==> src/rtl/stop_watch_ctrl_pkg.sv <==
// Shared types and constants for the stopwatch sequencing controller.
package stop_watch_ctrl_pkg;

  localparam int unsigned BCD_W = 4;
  localparam int unsigned ST_W  = 3;

  typedef enum logic [ST_W-1:0] {
    ST_CLEAR = 3'd0,
    ST_IDLE  = 3'd1,
    ST_RUN   = 3'd2,
    ST_LAP   = 3'd3,
    ST_PAUSE = 3'd4
  } state_t;

  // Three BCD digits, most significant first.
  typedef struct packed {
    logic [BCD_W-1:0] d2;
    logic [BCD_W-1:0] d1;
    logic [BCD_W-1:0] d0;
  } bcd3_t;

endpackage

==> src/rtl/stop_watch_ctrl_btn_edge.sv <==
// Rising-edge detector for a debounced button level; one press per rising edge.
module btn_edge (
  input  logic clk,
  input  logic reset,
  input  logic btn,
  output logic press
);

  logic q;

  // q resets high so a button held through reset never yields a press.
  always_ff @(posedge clk) begin
    if (reset) q <= 1'b1;
    else       q <= btn;
  end

  assign press = btn & ~q;

endmodule

==> src/rtl/stop_watch_ctrl.sv <==
// Stopwatch sequencing controller: button presses to go/clr, lap snapshot and display mux.
module stop_watch_ctrl
  import stop_watch_ctrl_pkg::*;
#(
  parameter int unsigned LAP_HOLD = 150_000_000,
  parameter int unsigned LHW      = 28
) (
  input  logic             clk,
  input  logic             reset,
  input  logic             btn_ss,
  input  logic             btn_lr,
  input  logic [BCD_W-1:0] d2_in,
  input  logic [BCD_W-1:0] d1_in,
  input  logic [BCD_W-1:0] d0_in,
  output logic             go,
  output logic             clr,
  output logic [BCD_W-1:0] d2,
  output logic [BCD_W-1:0] d1,
  output logic [BCD_W-1:0] d0,
  output logic             running,
  output logic             lap_active
);

  state_t           state, state_nxt;
  logic             ss_press, lr_raw, lr_press;
  logic             hold_exp;
  logic [LHW-1:0]   hold_cnt;
  bcd3_t            lap_reg, live;

  btn_edge u_edge_ss (.clk(clk), .reset(reset), .btn(btn_ss), .press(ss_press));
  btn_edge u_edge_lr (.clk(clk), .reset(reset), .btn(btn_lr), .press(lr_raw));

  // Start/stop wins a simultaneous press.
  assign lr_press = lr_raw & ~ss_press;
  assign live     = '{d2: d2_in, d1: d1_in, d0: d0_in};
  assign hold_exp = (LAP_HOLD != 0) && (hold_cnt == LHW'(LAP_HOLD - 1));

  always_ff @(posedge clk) begin
    if (reset) state <= ST_CLEAR;
    else       state <= state_nxt;
  end

  // Next state plus Moore output decode.
  always_comb begin
    state_nxt  = ST_CLEAR;
    go         = 1'b0;
    clr        = 1'b0;
    running    = 1'b0;
    lap_active = 1'b0;
    case (state)
      ST_CLEAR: begin
        clr       = 1'b1;
        state_nxt = ST_IDLE;
      end
      ST_IDLE: begin
        state_nxt = ss_press ? ST_RUN : ST_IDLE;
      end
      ST_RUN: begin
        go      = 1'b1;
        running = 1'b1;
        if (ss_press)      state_nxt = ST_PAUSE;
        else if (lr_press) state_nxt = ST_LAP;
        else               state_nxt = ST_RUN;
      end
      ST_LAP: begin
        go         = 1'b1;
        running    = 1'b1;
        lap_active = 1'b1;
        if (ss_press)      state_nxt = ST_PAUSE;
        else if (lr_press) state_nxt = ST_RUN;
        else if (hold_exp) state_nxt = ST_RUN;
        else               state_nxt = ST_LAP;
      end
      ST_PAUSE: begin
        if (ss_press)      state_nxt = ST_RUN;
        else if (lr_press) state_nxt = ST_CLEAR;
        else               state_nxt = ST_PAUSE;
      end
      default: state_nxt = ST_CLEAR;
    endcase
  end

  // Snapshot live digits on the edge that enters LAP.
  always_ff @(posedge clk) begin
    if (reset)                                       lap_reg <= '0;
    else if (state == ST_RUN && state_nxt == ST_LAP) lap_reg <= live;
  end

  // Counts only while staying in LAP, so every entry starts from zero.
  always_ff @(posedge clk) begin
    if (reset)
      hold_cnt <= '0;
    else if (LAP_HOLD != 0 && state == ST_LAP && state_nxt == ST_LAP)
      hold_cnt <= hold_cnt + LHW'(1);
    else
      hold_cnt <= '0;
  end

  assign {d2, d1, d0} = lap_active ? lap_reg : live;

endmodule

==> config.mk <==
export PLATFORM = sky130hd
export DESIGN_NAME = stop_watch_ctrl
export DESIGN_NICKNAME = d
export VERILOG_FILES = /design/src/rtl/stop_watch_ctrl_pkg.sv /design/src/rtl/stop_watch_ctrl_btn_edge.sv /design/src/rtl/stop_watch_ctrl.sv
export SDC_FILE = /design/constraint.sdc
export NUM_CORES = 1
export LEC_CHECK = 0
export ABC_AREA = 1
export CAP_MARGIN = 30
export CORE_MARGIN = 2
export CORE_UTILIZATION = 40
export DETAILED_ROUTE_END_ITERATION = 8
export PLACE_DENSITY = 0.62
export SYNTH_ARGS = -nofsm -noshare
export SYNTH_HDL_FRONTEND = slang
export SYNTH_SLANG_ARGS = --single-unit
==> constraint.sdc <==
create_clock -name clk -period 1.7 [get_ports clk]
set_input_delay 0.17 -clock clk [delete_from_list [all_inputs] [get_ports clk]]
set_output_delay 0.17 -clock clk [all_outputs]
set_load 0.02 [all_outputs]
==> results of run 1 <==
-- layer usage --
metal	vias to the layer above	track usage (%)	wire length (um)
li1	1259	-	-
met1	1028	22.48	2590
met2	35	31.94	2727
met3	5	3.587	187
met4	0	6.500	74
met5	-	0	0
-- kinds of logic (layout without fill, tap and decap cells) --
logic type	Yosys count	count (layout)
flip-flops	45	45
AO/OA/AOI/OAI	15	15
buffers and inverters	53	93
adder cells (fa/ha/maj)	1	1
XOR/XNOR	16	16
AND/OR/NAND/NOR	264	264
-- power by group --
part           leakage (nW)  switching (mW)  internal [mW]
logic                 0.695          0.0795         0.0714
clock network        0.0542           0.360          0.368
registers             0.363         0.00611           1.06
-- area by class of cell --
type | instances | area (um2) | share of cell area (%)
multi-input combinational | 296 | 1329 | 45.27
sequential | 45 | 900.9 | 30.69
timing repair buffer | 40 | 340.3 | 11.59
inverter | 45 | 170.2 | 5.797
clock buffer | 7 | 96.34 | 3.282
tap | 75 | 93.84 | 3.197
clock inverter | 1 | 5.005 | 0.1705
-- worst max-delay path, cell delays in order (launching register included) --
cell,delay [ns]
dfxtp_1,0.32
buf_4,0.14
nor2_1,0.17
nand2_1,0.07
inv_1,0.10
clkdlybuf4s15_1,0.32
-- cells in the mapped netlist (3+ instances only) --
master / number / area, um2
buf_2: 3 / 15.01
xor2_1: 10 / 87.58
dfxtp_1: 45 / 900.9
inv_1: 43 / 161.4
nand2_1: 130 / 488.0
nand3_1: 13 / 65.06
o21ai_0: 13 / 65.06
nor2_4: 4 / 45.04
nand2_2: 5 / 31.28
nor2_1: 100 / 375.4
xnor2_1: 6 / 52.55
nor2_2: 4 / 25.02
-- path summary, 6_finish.rpt --
path	from	to	slack, ns	depth (start not counted)
worst max-delay path	state[1]	clr	0.11	5
worst min-delay path	btn_ss	u_edge_ss.q	0.44	3
worst max register to register	hold_cnt[0]	hold_cnt[26]	0.20	10
worst min register to register	hold_cnt[0]	hold_cnt[0]	0.48	1
-- what timing repair did --
| action | 4_1_cts | 5_1_grt |
|---|---|---|
| endpoints found under the setup margin | 16 | 14 |
| cloned | 0 | 0 |
| resized for setup | 28 | 14 |
-- cells in the final DEF, fill, tap and decap left out --
| cell | netlist | layout |
|---|---|---|
| a21oi_1 | 2 | 2 |
| buf_12 | 0 | 2 |
| buf_4 | 1 | 7 |
| clkbuf_2 | 0 | 12 |
| clkbuf_8 | 0 | 7 |
| clkdlybuf4s15_1 | 0 | 2 |
| clkdlybuf4s50_1 | 0 | 15 |
| clkinv_2 | 1 | 2 |
| dfxtp_1 | 45 | 45 |
| dlygate4sd2_1 | 0 | 2 |
| ha_1 | 1 | 1 |
| inv_1 | 43 | 43 |
| inv_2 | 1 | 1 |
| nand2_1 | 130 | 130 |
| nand2_2 | 5 | 5 |
| nand2_4 | 1 | 1 |
| nand3_1 | 13 | 13 |
| nand3_2 | 1 | 1 |
| nand3_4 | 1 | 1 |
| nand3b_1 | 1 | 1 |
| nand4_1 | 2 | 2 |
| nor2_1 | 100 | 100 |
| nor2_2 | 4 | 4 |
| nor2_4 | 4 | 4 |
| nor4_1 | 1 | 1 |
| o21ai_0 | 13 | 13 |
| or2_2 | 1 | 1 |
| xnor2_1 | 6 | 6 |
| xor2_1 | 10 | 10 |
==> results.yml, run 1 <==
sta:
  clock.fmax_mhz: 630.6
  relSlewSlack_pct: 75.77
  period_share_pct: 93.28
  max_slew.worst_pin.slew_ns: 0.3621
  finalWorstSetupSlack_ns: 0.1142
  hold_ws_ns: 0.4396
  rsz0062_at_grt: "false"
  clock-skew-final_ns: 0.004391
  finalSetupViolations: 0
  slew_violations: 0
  finalHoldViolations: 0
  period_minus_slack_ns: 1.586
  totalNegativeSetupSlack_ns: 0
setup_path:
  start_kind: "register"
  critPathKind: "register to output port"
  end_kind: "output port"
  cp.required_ns: 1.53
  cp.arrival_ns: 1.42
  path_max_fanout: 3
synth:
  synth_flop_cell: "dfxtp_1"
  async_flop_share_pct: 0
  synth_area_per_cell_um2: 6.224
  ys_ff_latch: 45
  ys_warn_count: 0
  synth_nets: 411
  synth_area_um2: 2452
  yosys.area_share.simple_pct: 44.90
  synth_top_family_by_area: "simple AND/OR/NAND/NOR gates"
  yosysUniqueCellTypes: 27
  ys_seq_area_share_pct: 36.73
  synth_edf_count: 0
  muxShareOfSynthArea_pct: 0
  synth_fa_ha_area_share_pct: 0.5102
  synth_compound_area_share_pct: 3.061
  syn-instance-count: 394
  synthXorXnorAreaFrac_pct: 5.714
floorplanning:
  die_area_um2: 6773
  die_y_um: 82.30
  die_w_um: 82.30
  core-area_um2: 5921
  start_util_pct: 41.42
  ioPinCount: 32
  rows: 28
detailed_routing:
  drt_drc_violations_left: 0
  ant_nets: 0
  vias: 2327
  drt_iter0_markers: 121
  dr.pass1.iters: 4
  viasPerCell: 4.572
  wl_um: 5579
  wire_per_inst_um: 10.96
power_and_ir_drop:
  p_leak_nw: 1.113
  p_total_mw: 1.944
  ir_drop_mv: 0.3805
  power.density_nw_per_um2: 662.2
final_layout:
  final_util_pct: 49.58
  largest_register_ffs: 28
  fin_area_um2: 2935
  num_antenna_cells: 0
  fin_cells: 509
  area_delta_synth_final_pct: 19.69
  layout.nets: 450
  drive_gt1_share_pct: 11.06
  fill_cells: 641
cts:
  htreeDepth: 2
  clk_pin_slew_ns: 0.08
  post-cts-setup-buffers: 0
  cts_buffers: 5
  cts_tree: "yes"
  clock_latency_ns: 0.30
  cts_root_buf: "clkbuf_8"
  ctsLongestPathBuffers: 2
  hold_buffers: 0
  clock_sinks: 45
run_status:
  status: "complete, no violations"
grt:
  grt_usage_pct: 18.38
  grt_max_degree: 29
  grt-ovfl-total: 0
  grt_pass1_wl_um: 9528
  grt_pass1_vias: 2192
  antenna_found_initial: 0
placement:
  io_buffer_count: 31
  dp_cells: 501
  post_dp_cell_area_um2: 2897
  pre_cts_slack_ns: 0.04525
  place_hpwl_um: 4226
  gp_congestion: 0.8976
hold_path:
  hold_class: "input port to register"
run:
  drv_cap: 0
No activity file was read; power rests on OpenSTA's default activity.
==> inputs of run 2 (changes only) <==
--- a/config.mk
+++ b/config.mk
@@ -7,8 +7,10 @@
 export LEC_CHECK = 0
 export ABC_AREA = 1
 export CAP_MARGIN = 30
+export CORE_ASPECT_RATIO = 1.4
 export CORE_MARGIN = 2
 export CORE_UTILIZATION = 40
+export CTS_CLUSTER_SIZE = 8
 export DETAILED_ROUTE_END_ITERATION = 8
 export PLACE_DENSITY = 0.62
 export SYNTH_ARGS = -nofsm -noshare
==> results.yml, run 2 (synthesized netlist as in run 1, its figures left out) <==
grt:
  grt_max_degree: 29
  antenna_found_initial: 0
  grt-ovfl-total: 0
  grt_pass1_vias: 2237
  grt_usage_pct: 17.08
  grt_pass1_wl_um: 9473
cts:
  hold_buffers: 0
  clk_pin_slew_ns: 0.08
  cts_root_buf: "clkbuf_8"
  ctsLongestPathBuffers: 2
  cts_buffers: 5
  clock_sinks: 45
  clock_latency_ns: 0.30
  htreeDepth: 2
  cts_tree: "yes"
detailed_routing:
  viasPerCell: 4.616
  drt_drc_violations_left: 0
  wl_um: 5429
  dr.pass1.iters: 4
  drt_iter0_markers: 86
  vias: 2331
  wire_per_inst_um: 10.75
  ant_nets: 0
sta:
  rsz0062_at_grt: "false"
  clock-skew-final_ns: 0.005063
  max_slew.worst_pin.slew_ns: 0.3621
  finalWorstSetupSlack_ns: 0.09101
  hold_ws_ns: 0.4309
  finalHoldViolations: 0
  totalNegativeSetupSlack_ns: 0
  period_minus_slack_ns: 1.609
  finalSetupViolations: 0
  slew_violations: 0
  period_share_pct: 94.65
  relSlewSlack_pct: 75.84
  clock.fmax_mhz: 621.5
placement:
  post_dp_cell_area_um2: 2898
  place_hpwl_um: 4273
  pre_cts_slack_ns: 0.04268
  io_buffer_count: 31
  dp_cells: 497
  gp_congestion: 0.8914
setup_path:
  end_kind: "output port"
  cp.required_ns: 1.53
  crit_top_cell: "inv_1"
  crit_path_cell_trace: "inv_1 -> nand2_2 -> clkinv_2 -> nand2_4 -> inv_1 -> buf_12 -> dlygate4sd2_1"
  worst_path_largest_cell_delay_ns: 0.33
  critPathKind: "register to output port"
  crit_slowest_cell: "dlygate4sd2_1"
  path_max_fanout: 13
  cp.arrival_ns: 1.44
  start_kind: "register"
final_layout:
  mostFrequentLayoutCells: "nand2_1, nor2_1, dfxtp_1"
  largest_register_ffs: 28
  mostFrequentLayoutCell: "nand2_1"
  seq_area_um2: 900.9
  layout.nets: 451
  fin_cells: 505
  num_antenna_cells: 0
  fill_cells: 632
  multi_input_area_um2: 1329
  fin_area_um2: 2949
  drive_gt1_share_pct: 11.03
  area_delta_synth_final_pct: 20.26
floorplanning:
  die_w_um: 70.18
  ioPinCount: 32
  die_area_um2: 6782
  die_y_um: 96.65
  start_util_pct: 41.53
  rows: 33
  core-area_um2: 5904
power_and_ir_drop:
  p_leak_nw: 1.126
  power.density_nw_per_um2: 696.8
  ir_drop_mv: 0.3597
run_status:
  status: "complete, no violations"
run:
  drv_cap: 0
hold_path:
  hold_class: "input port to register"
## run 2: cell count changes in the layout (fill, tap and decap cells not counted)
cell,previous run,this run
clkdlybuf4s15_1,2,0
buf_2,0,1
clkbuf_1,0,1
dlygate4sd2_1,2,4
clkbuf_2,12,11
clkinv_2,2,1
buf_4,7,8
clkbuf_8,7,6
bufinv_16,0,1
## run 2: final timing paths
path | from | end | slack [ns] | cells past startpoint
worst max-delay path | state[2] | lap_active | 0.09 | 7
worst min-delay path | btn_ss | u_edge_ss.q | 0.43 | 3
worst max register to register | hold_cnt[0] | hold_cnt[26] | 0.21 | 10
worst min register to register | hold_cnt[0] | hold_cnt[0] | 0.48 | 1
## run 2: stage by stage
stage | util, % | total power, mW
floorplan | - | 1.167
global placement | 49.08 | 1.259
detailed placement | 49.08 | 1.259
CTS | 50.99 | 2.088
global route | 49.95 | 2.121
finish | 49.95 | 2.055
## run 2: final cells by class
class,instances,area share (%)
Sequential cell,45,30.55
Tap cell,70,2.970
Timing Repair Buffer,41,11.71
Clock inverter,1,1.018
Inverter,45,5.770
Clock buffer,7,2.927
Multi-Input combinational cell,296,45.06
## run 2: timing repair
item | 4_1_cts | 5_1_grt
setup endpoints to repair | 16 | 12
cloned | 0 | 0
setup buffers | 0 | 0
gates resized for setup | 29 | 12
## run 2: critical path: cells and delay by family, from the launching register on
kind                   cells  cell delay, ns
flip-flops                 1            0.32
AND/OR/NAND/NOR            2            0.11
buffers and inverters      5            0.69
## run 2: power by group
part           total, mW  internal (mW)  switching, mW  leakage [nW]
Clock              0.841          0.479          0.361        0.0585
Sequential          1.07           1.06        0.00576         0.363
Combinational      0.149         0.0708         0.0783         0.704
Total               2.05           1.61          0.445          1.13
## run 2: per-layer routing
metal | vias to the layer above | wire [um] | GRT usage, %
met5 | - | 0 | 0
met4 | 0 | 189 | 8.284
met3 | 14 | 201 | 3.021
met2 | 49 | 2793 | 31.21
met1 | 1010 | 2245 | 18.58
li1 | 1258 | - | -
==> inputs of run 3 (changes only) <==
--- a/config.mk
+++ b/config.mk
@@ -6,13 +6,13 @@
 export NUM_CORES = 1
 export LEC_CHECK = 0
 export ABC_AREA = 1
-export CAP_MARGIN = 30
 export CORE_ASPECT_RATIO = 1.4
 export CORE_MARGIN = 2
-export CORE_UTILIZATION = 40
+export CORE_UTILIZATION = 29
 export CTS_CLUSTER_SIZE = 8
 export DETAILED_ROUTE_END_ITERATION = 8
-export PLACE_DENSITY = 0.62
+export PLACE_DENSITY = 0.48
 export SYNTH_ARGS = -nofsm -noshare
 export SYNTH_HDL_FRONTEND = slang
+export SYNTH_HIERARCHICAL = 1
 export SYNTH_SLANG_ARGS = --single-unit
==> results.yml, run 3 <==
sta:
  slew_violations: 0
  clock-skew-final_ns: 0.007008
  finalHoldViolations: 0
  rsz0062_at_grt: "false"
  finalSetupViolations: 0
  finalWorstSetupSlack_ns: 0.1449
  period_minus_slack_ns: 1.555
  max_slew.worst_pin.slew_ns: 0.4940
  clock.fmax_mhz: 643.1
  period_share_pct: 91.47
  totalNegativeSetupSlack_ns: 0
  relSlewSlack_pct: 66.81
detailed_routing:
  dr.pass1.iters: 5
  ant_nets: 0
  wl_um: 6336
  drt_drc_violations_left: 0
  vias: 2335
  viasPerCell: 4.543
  wire_per_inst_um: 12.33
  drt_iter0_markers: 106
synth:
  ys_ff_latch: 45
  synth.most_common_cell: "nand2_1"
  yosysUniqueCellTypes: 31
  synth_edf_count: 0
  ys_seq_area_share_pct: 37.02
  synth_area_per_cell_um2: 6.779
  ys_warn_count: 6
  syn-instance-count: 359
  synth_nets: 376
  synth_flop_cell: "dfxtp_1"
  synth_common_cells: "nand2_1, nor2_1, dfxtp_1, inv_1, o21ai_0"
  synth_area_um2: 2434
  yosysTopAreaCellShare_pct: 37.02
  async_flop_share_pct: 0
  synth_area_leaders: "dfxtp_1, nand2_1, nor2_1, inv_1, a21oi_2"
  yosysTopAreaCell: "dfxtp_1"
setup_path:
  r2r_start: "hold_cnt[7]"
  start_kind: "register"
  r2r_end: "hold_cnt[22]"
  cp.required_ns: 1.53
  reg2reg_slack_ns: 0.16
  crit_path_start: "state[1]"
  crit_path_cell_trace: "inv_2 -> nor2_4 -> nand2_2 -> inv_1 -> buf_12 -> dlygate4sd2_1"
  end_kind: "output port"
  critPathKind: "register to output port"
  crit_slowest_cell: "dfxtp_1"
  cp.arrival_ns: 1.39
  path_max_fanout: 13
  worst_path_largest_cell_delay_ns: 0.34
  reg2regPathDepth: 9
placement:
  dp_cells: 504
  gp_congestion: 0.8802
  io_buffer_count: 31
  place_hpwl_um: 4810
  post_dp_cell_area_um2: 2972
  pre_cts_slack_ns: -0.06194
floorplanning:
  ioPinCount: 32
  die_w_um: 81.42
  die_y_um: 112.4
  rows: 39
  start_util_pct: 29.86
  core-area_um2: 8149
  die_area_um2: 9151
cts:
  cts_tree: "yes"
  clock_latency_ns: 0.29
  clk_pin_slew_ns: 0.06
  clock_sinks: 45
  htreeDepth: 2
  hold_buffers: 0
  ctsLongestPathBuffers: 2
  cts_buffers: 5
  cts_root_buf: "clkbuf_16"
final_layout:
  fin_cells: 514
  fin_area_um2: 3134
  mostFrequentLayoutCell: "nand2_1"
  fill_cells: 875
  mostFrequentLayoutCells: "nand2_1, nor2_1, dfxtp_1"
  largest_register_ffs: 28
  drive_gt1_share_pct: 19.90
  num_antenna_cells: 0
  area_delta_synth_final_pct: 28.79
  layout.nets: 428
grt:
  antenna_found_initial: 0
  grt_usage_pct: 15.45
  grt_max_degree: 14
  grt_pass1_vias: 2336
  grt-ovfl-total: 0
  grt_pass1_wl_um: 10920
run_status:
  status: "complete, no violations"
power_and_ir_drop:
  p_total_mw: 2.366
  p_leak_nw: 1.244
  pwr-share-clk_pct: 48.5
  power_frac_comb_pct: 6.5
  p_sw_share_pct: 21.08
  power.density_nw_per_um2: 755.0
  seqPwrFrac_pct: 45.0
  internal-power_mw: 1.868
  ir_drop_mv: 0.4066
  p_sw_mw: 0.4988
hold_path:
  min_from: "btn_lr"
  hold_class: "input port to register"
  whs_endpoint: "u_edge_lr/q"
  hold_path_depth: 3
run:
  drv_cap: 0
[run 3: cell types whose count changed in the layout (fill, tap and decap cells not counted), moves of 4 or more]
| cell | previous run | this run |
|---|---|---|
| nand2_1 | 130 | 98 |
| nor3_2 | 0 | 4 |
| a21oi_2 | 0 | 11 |
| xor2_1 | 10 | 3 |
| nand4_1 | 2 | 10 |
| a21oi_1 | 2 | 6 |
| nor2_1 | 100 | 59 |
| clkbuf_8 | 6 | 1 |
| buf_4 | 8 | 21 |
| inv_1 | 43 | 38 |
| clkbuf_16 | 0 | 5 |
| nor3_1 | 0 | 9 |
[run 3: what timing repair did]
item                                    4_1_cts  5_1_grt
buffers inserted                              2        0
resized for setup                            14       34
gates cloned                                  1        0
endpoints found under the setup margin       22       37
pin swaps                                     1        7
[run 3: cell type report]
class	instances	area [um2]	area share [%]
clock buffer	7	142.6	4.551
clock inverter	1	30.03	0.9581
inverter	42	157.7	5.030
multi-input combinational	264	1343	42.83
sequential	45	903.4	28.82
tap	102	127.6	4.072
timing repair buffer	53	430.4	13.73
[run 3: worst max-delay path by stage]
stage | endpoint | slack [ns] | depth (start not counted)
global route | hold_cnt[19] | 0.005 | 7
detailed placement | hold_cnt[11] | -0.06 | 8
CTS | hold_cnt[11] | 0.005 | 9
floorplan | d0[2] | 0.22 | 7
global placement | hold_cnt[11] | -0.03 | 8
finish | lap_active | 0.14 | 6
[run 3: metrics by stage]
step | hold slack (ns) | util [%]
final | 0.4427 | 38.46
after global routing | 0.4814 | 38.46
after CTS | 0.4409 | 38.68
after detailed placement | 0.4856 | 36.47
after global placement | 0.4781 | 36.47
after floorplan | 0.2391 | -
[run 3: power groups by stage]
stage               Clock, mW  Sequential [mW]  Combinational, mW
floorplan                   0             1.09             0.0753
global placement            0             1.09              0.172
detailed placement          0             1.09              0.171
CTS                      1.18             1.07              0.160
global route             1.22             1.07              0.170
finish                   1.15             1.07              0.154
[run 3: cells by family (layout without fill, tap and decap cells)]
kind of cell,after synthesis,in the layout,synth area share (%)
AND/OR/NAND/NOR,221,222,41.75
buffers and inverters,51,103,9.357
flip-flops,45,45,37.02
AO/OA/AOI/OAI,34,34,8.843
XOR/XNOR,7,7,2.519
adder cells (fa/ha/maj),1,1,0.5141
[run 3: per-layer routing]
layer	vias to the layer above	wire length (um)	global-route usage, %
met1	1023	2653	17.58
li1	1236	-	-
met5	-	0	0
met4	0	280	7.006
met2	58	3159	26.89
met3	18	242	3.296
[run 3: worst max-delay path, delay by kind of cell, from the launching register on]
family	cells	cell delay [ns]
buffers and inverters	4	0.61
flip-flops	1	0.34
AND/OR/NAND/NOR	2	0.14
